--- src/rtl/hdmi_axi_addr_gen.sv ---
// Frame-buffer read address generator: walks a frame line by line and issues
// burst read requests (byte address + pixel count), paced by line starts.
module hdmi_axi_addr_gen #(
  parameter int H_PIXELS        = 1280,
  parameter int V_LINES         = 720,
  parameter int BURST_WORDS     = 64,
  parameter int BYTES_PER_PIXEL = 4,
  parameter int ADDR_W          = 32
) (
  input  logic              clk_vga,
  input  logic              rst_n,
  input  logic              prefetch_line,
  input  logic [1:0]        pixelena_edge,
  input  logic [ADDR_W-1:0] frame_base,
  input  logic [ADDR_W-1:0] line_stride,
  input  logic              busy,
  output logic              kick,
  output logic [ADDR_W-1:0] read_addr,
  output logic [8:0]        read_num,
  output logic              frame_done,
  output logic              line_overrun
);
  // state     | meaning
  // IDLE      | no frame active, waiting for prefetch_line
  // WAIT      | next request is prepared once busy drops
  // ISSUE     | kick high, request held until busy=1 accepts it
  // LINE_DONE | line fully issued, waiting for a line start (2'b01)
  typedef enum logic [1:0] {IDLE, WAIT, ISSUE, LINE_DONE} state_t;

  state_t            state_q;
  logic [11:0]       x_cnt_q;
  logic [11:0]       y_cnt_q;
  logic [ADDR_W-1:0] line_base_q;
  logic [ADDR_W-1:0] stride_q;
  logic [ADDR_W-1:0] addr_q;
  logic [8:0]        num_q;
  logic              kick_q;
  logic              frame_done_q;
  logic              overrun_q;

  logic [12:0]       remain;
  logic [ADDR_W-1:0] addr_d;
  logic [8:0]        num_d;
  logic [12:0]       x_end;
  logic [12:0]       y_next;
  logic              line_start;

  always_comb begin
    remain     = 13'(H_PIXELS) - {1'b0, x_cnt_q};
    num_d      = (remain > 13'(BURST_WORDS)) ? 9'(BURST_WORDS) : remain[8:0];
    addr_d     = line_base_q + ADDR_W'(x_cnt_q) * ADDR_W'(BYTES_PER_PIXEL);
    x_end      = {1'b0, x_cnt_q} + {4'b0000, num_q};
    y_next     = {1'b0, y_cnt_q} + 13'd1;
    line_start = (pixelena_edge == 2'b01);
  end

  always_ff @(posedge clk_vga or negedge rst_n) begin
    if (!rst_n) begin
      state_q      <= IDLE;
      x_cnt_q      <= '0;
      y_cnt_q      <= '0;
      line_base_q  <= '0;
      stride_q     <= '0;
      addr_q       <= '0;
      num_q        <= '0;
      kick_q       <= 1'b0;
      frame_done_q <= 1'b0;
      overrun_q    <= 1'b0;
    end else begin
      frame_done_q <= 1'b0;
      case (state_q)
        IDLE: begin
          if (prefetch_line) begin
            line_base_q <= frame_base;
            stride_q    <= line_stride;
            x_cnt_q     <= '0;
            y_cnt_q     <= '0;
            overrun_q   <= 1'b0;
            state_q     <= WAIT;
          end
        end
        WAIT: begin
          if (line_start) overrun_q <= 1'b1;
          if (!busy) begin
            addr_q  <= addr_d;
            num_q   <= num_d;
            kick_q  <= 1'b1;
            state_q <= ISSUE;
          end
        end
        ISSUE: begin
          // a line start here is only flagged; the request in flight is untouched
          if (line_start) overrun_q <= 1'b1;
          if (busy) begin
            kick_q <= 1'b0;
            if (x_end == 13'(H_PIXELS)) begin
              x_cnt_q     <= '0;
              y_cnt_q     <= y_next[11:0];
              line_base_q <= line_base_q + stride_q;
              if (y_next == 13'(V_LINES)) begin
                state_q      <= IDLE;
                frame_done_q <= 1'b1;
              end else begin
                state_q <= LINE_DONE;
              end
            end else begin
              x_cnt_q <= x_end[11:0];
              state_q <= WAIT;
            end
          end
        end
        LINE_DONE: begin
          if (line_start) state_q <= WAIT;
        end
        default: state_q <= IDLE;
      endcase
    end
  end

  assign kick         = kick_q;
  assign read_addr    = addr_q;
  assign read_num     = num_q;
  assign frame_done   = frame_done_q;
  assign line_overrun = overrun_q;

endmodule

--- config.mk ---
export PLATFORM = sky130hd
export DESIGN_NAME = hdmi_axi_addr_gen
export DESIGN_NICKNAME = d
export VERILOG_FILES = /design/src/rtl/hdmi_axi_addr_gen.sv
export SDC_FILE = /design/constraint.sdc
export NUM_CORES = 1
export LEC_CHECK = 0
export CAP_MARGIN = 10
export CELL_PAD_IN_SITES_DETAIL_PLACEMENT = 1
export CELL_PAD_IN_SITES_GLOBAL_PLACEMENT = 1
export CORE_UTILIZATION = 53
export CTS_CLUSTER_SIZE = 28
export DETAILED_ROUTE_END_ITERATION = 16
export DONT_BUFFER_PORTS = 1
export GPL_ROUTABILITY_DRIVEN = 0
export GPL_TIMING_DRIVEN = 0
export PLACE_DENSITY_LB_ADDON = 0.3
export SLEW_MARGIN = 20
export SYNTH_ARGS = -nofsm -noshare
export SYNTH_HDL_FRONTEND = slang
export SYNTH_SLANG_ARGS = --single-unit
--- constraint.sdc ---
create_clock -name clk_vga -period 5.5 [get_ports clk_vga]
set_clock_uncertainty 0.05 [all_clocks]
set_input_delay 0.55 -clock clk_vga [delete_from_list [all_inputs] [get_ports clk_vga]]
set_output_delay 0.55 -clock clk_vga [all_outputs]
set_load 0.05 [all_outputs]
==> impl_metrics.py <==
metrics = {
    "status": {
        "status": "finished with violations",
        "violations": "negative hold slack",
    },
    "synth": {
        "synth-async-reset-ratio_pct": 100,
        "syn_inst": 936,
        "syn_avg_cell_area_um2": 9.29,
        "yosysWarningCount": 0,
        "syn-cell-area_mm2": 0.00870,
        "ys_seq_area_share_pct": 38.6,
        "synth_edf_count": 0,
        "synth_ff_type": "dfrtp_1",
        "ys_types": 66,
        "ys_ff_latch": 134,
        "syn-num-nets": 1068,
    },
    "drt": {
        "drtIter0Drc": 321,
        "route.antenna.remaining_nets": 0,
        "routed_wl_mm": 25.8,
        "routedWlPerCell_um": 21.7,
        "num_vias": 7412,
        "viasPerCell": 6.24,
        "first_pass_iters": 7,
        "drc": 0,
    },
    "floorplanning": {
        "io_pins": 114,
        "dieWidth_um": 130,
        "dieHeight_um": 130,
        "fp-row-count": 46,
        "core_area_mm2": 0.0159,
        "start_util_pct": 54.6,
        "dieArea_mm2": 0.0169,
    },
    "global_routing": {
        "antenna_found_initial": 2,
        "grt_usage_pct": 32.3,
        "grt_max_degree": 135,
        "grt_overflow": 0,
        "grt_pass1_vias": 7883,
        "grt_first_pass_wirelength_mm": 41.2,
    },
    "clocking": {
        "htree_levels": 4,
        "cts_root_buffer": "clkbuf_16",
        "clock_sinks": 134,
        "clkLatencyLatePin_ps": 420,
        "cts_buffers": 17,
        "cts_buffer_depth": 2,
        "post_cts_resized": 0,
        "path_clk_slew_ps": 60,
        "cts_tree": "done",
    },
    "finish": {
        "synthToLayoutAreaGrowth_pct": 10.6,
        "final_common_cell": "dfrtp_1",
        "final_nets": 1088,
        "mostFrequentLayoutCells": "dfrtp_1 (134), nand2_1 (97), o21ai_0 (90)",
        "drive_above_1_share_pct": 9.29,
        "utilization_pct": 60.4,
        "fillers": 1856,
    },
    "timing": {
        "fmax_mhz": 239,
        "slew_headroom_pct": 24.0,
        "rsz0062_at_grt": "false",
        "hold_violations": 6,
        "finalCriticalPeriod_ps": 4190,
        "worstMarginPinSlew_ps": 1140,
        "period_share_pct": 76.1,
        "maxSlewViolCount": 0,
        "tns_ps": 0,
        "holdWs_ps": -17.4,
        "setup_viol": 0,
    },
    "critical_path": {
        "critPathSlowestCell": "a2111oi_0",
        "worst_ep_arrival_time_ps": 4410,
        "startpoint_type": "flop",
        "rrSetupSlack_ps": 1310,
        "crit_chain": "ha_1 -> fa_1 -> a21oi_1 -> o21ai_0 -> a2111oi_0 -> o31ai_1 -> and2_1 -> nand4_1 -> a21o_1 -> clkbuf_1 -> o21ai_0",
        "crit_fanout": 10,
        "cpPeakStageDelay_ps": 610,
        "startpoint": "read_num[0]",
        "endpoint_kind": "flop",
        "path_common_cell": "o21ai_0",
        "worstPathRequired_ps": 5720,
        "reg2reg_from": "read_num[0]",
        "crit_type": "reg -> reg",
    },
    "job": {
        "timing.max_cap.violations": 0,
    },
    "power_and_ir_drop": {
        "peakVddDrop_mv": 0.418,
        "p_leak_uw": 0.00417,
        "cellPowerDensity_mw_per_mm2": 703,
    },
    "placement": {
        "place_hpwl_mm": 18.7,
        "portBuffers": 0,
    },
    "min_path": {
        "holdCritPathClass": "in -> async",
    },
}
worst max-delay path, delay by kind of cell, from the launching register on:
family | cells | cell delay (ps)
AO/OA/AOI/OAI | 6 | 1690
buffers and inverters | 1 | 560
AND/OR/NAND/NOR | 2 | 390
adder cells (fa/ha/maj) | 2 | 780
flip-flops | 1 | 570
through the flow:
step | area [um^2] | power, uW | std cells | setup slack [ps]
after floorplan | 8700 | 4570 | 936 | 2060
after global placement | 8970 | 5280 | 1152 | 1490
after detailed placement | 8970 | 5450 | 1152 | 1360
after CTS | 9620 | 6750 | 1185 | 1310
after global routing | 9620 | 7240 | 1187 | 987
final | 9620 | 6770 | 1187 | 1310
where the power goes:
group          total (uW)  internal, uW  switching (uW)
clock                1190           728             463
sequential           2150          1360             798
combinational        3420          1420            2000
total                6770          3510            3260
sequential cells by signal, indices dropped and copies added, names as in the netlist:
| name | count |
|---|---|
| stride_q | 32 |
| line_base_q | 32 |
| kick | 1 |
| line_overrun | 1 |
| x_cnt_q | 12 |
| state_q | 2 |
| read_addr | 32 |
| frame_done | 1 |
| y_cnt_q | 12 |
| read_num | 9 |
path summary, 6_finish.rpt:
check / cells after the start / endpoint
worst max-delay path: 11 / line_base_q[29]
max in group asynchronous: 1 / line_base_q[6]
min in group clk_vga: 1 / stride_q[21]
worst min-delay path: 1 / read_num[0]
worst max register to register: 11 / line_base_q[29]
worst min register to register: 1 / stride_q[16]
logic make-up after synthesis:
family	synth area share (%)
compound gates	19.3
xor+xnor	6.44
fa+ha+maj	9.18
buf+inv	3.18
flops	38.6
mux	7.64
simple gates	15.7
final cells by class:
type                            instances  area, um^2  area share (%)
Antenna cell                            2        5.00          0.0520
Buffer                                 32         145            1.51
Clock buffer                           18         439            4.56
Clock inverter                         14         176            1.83
Inverter                               35         131            1.37
Multi-Input combinational cell        735        5070            52.7
Sequential cell                       134        3350            34.9
Tap cell                              216         270            2.81
Timing Repair Buffer                    1        27.5           0.286
routing by layer:
layer  track usage (%)  wire (um)
met1              39.8      10800
met2              53.0      12500
met3              8.82       1540
met4              14.3        912
met5                 0          0
repair_timing:
item                                    4_1_cts  5_1_grt
hold buffers                                  1        0
endpoints found under the setup margin        0        0
buffers inserted                              0        0
endpoints found under the hold margin       134        0
synthesized netlist by cell type, drive strengths merged, types with 12 or more instances:
library cell	n	area (um^2)
a21o	18	135
a21oi	68	340
a22o	12	105
and3	14	87.6
buf	13	73.8
clkbuf	19	71.3
dfrtp	134	3350
ha	59	738
inv	35	131
mux2	35	394
mux2i	27	270
nand2	97	364
nand3	22	110
nor2	50	188
nor3	18	95.1
o21ai	92	460
o31ai	12	90.1
or3	12	75.1
xnor2	47	412
xor2	17	149
Note: power is estimated with default switching activity, not from simulation.
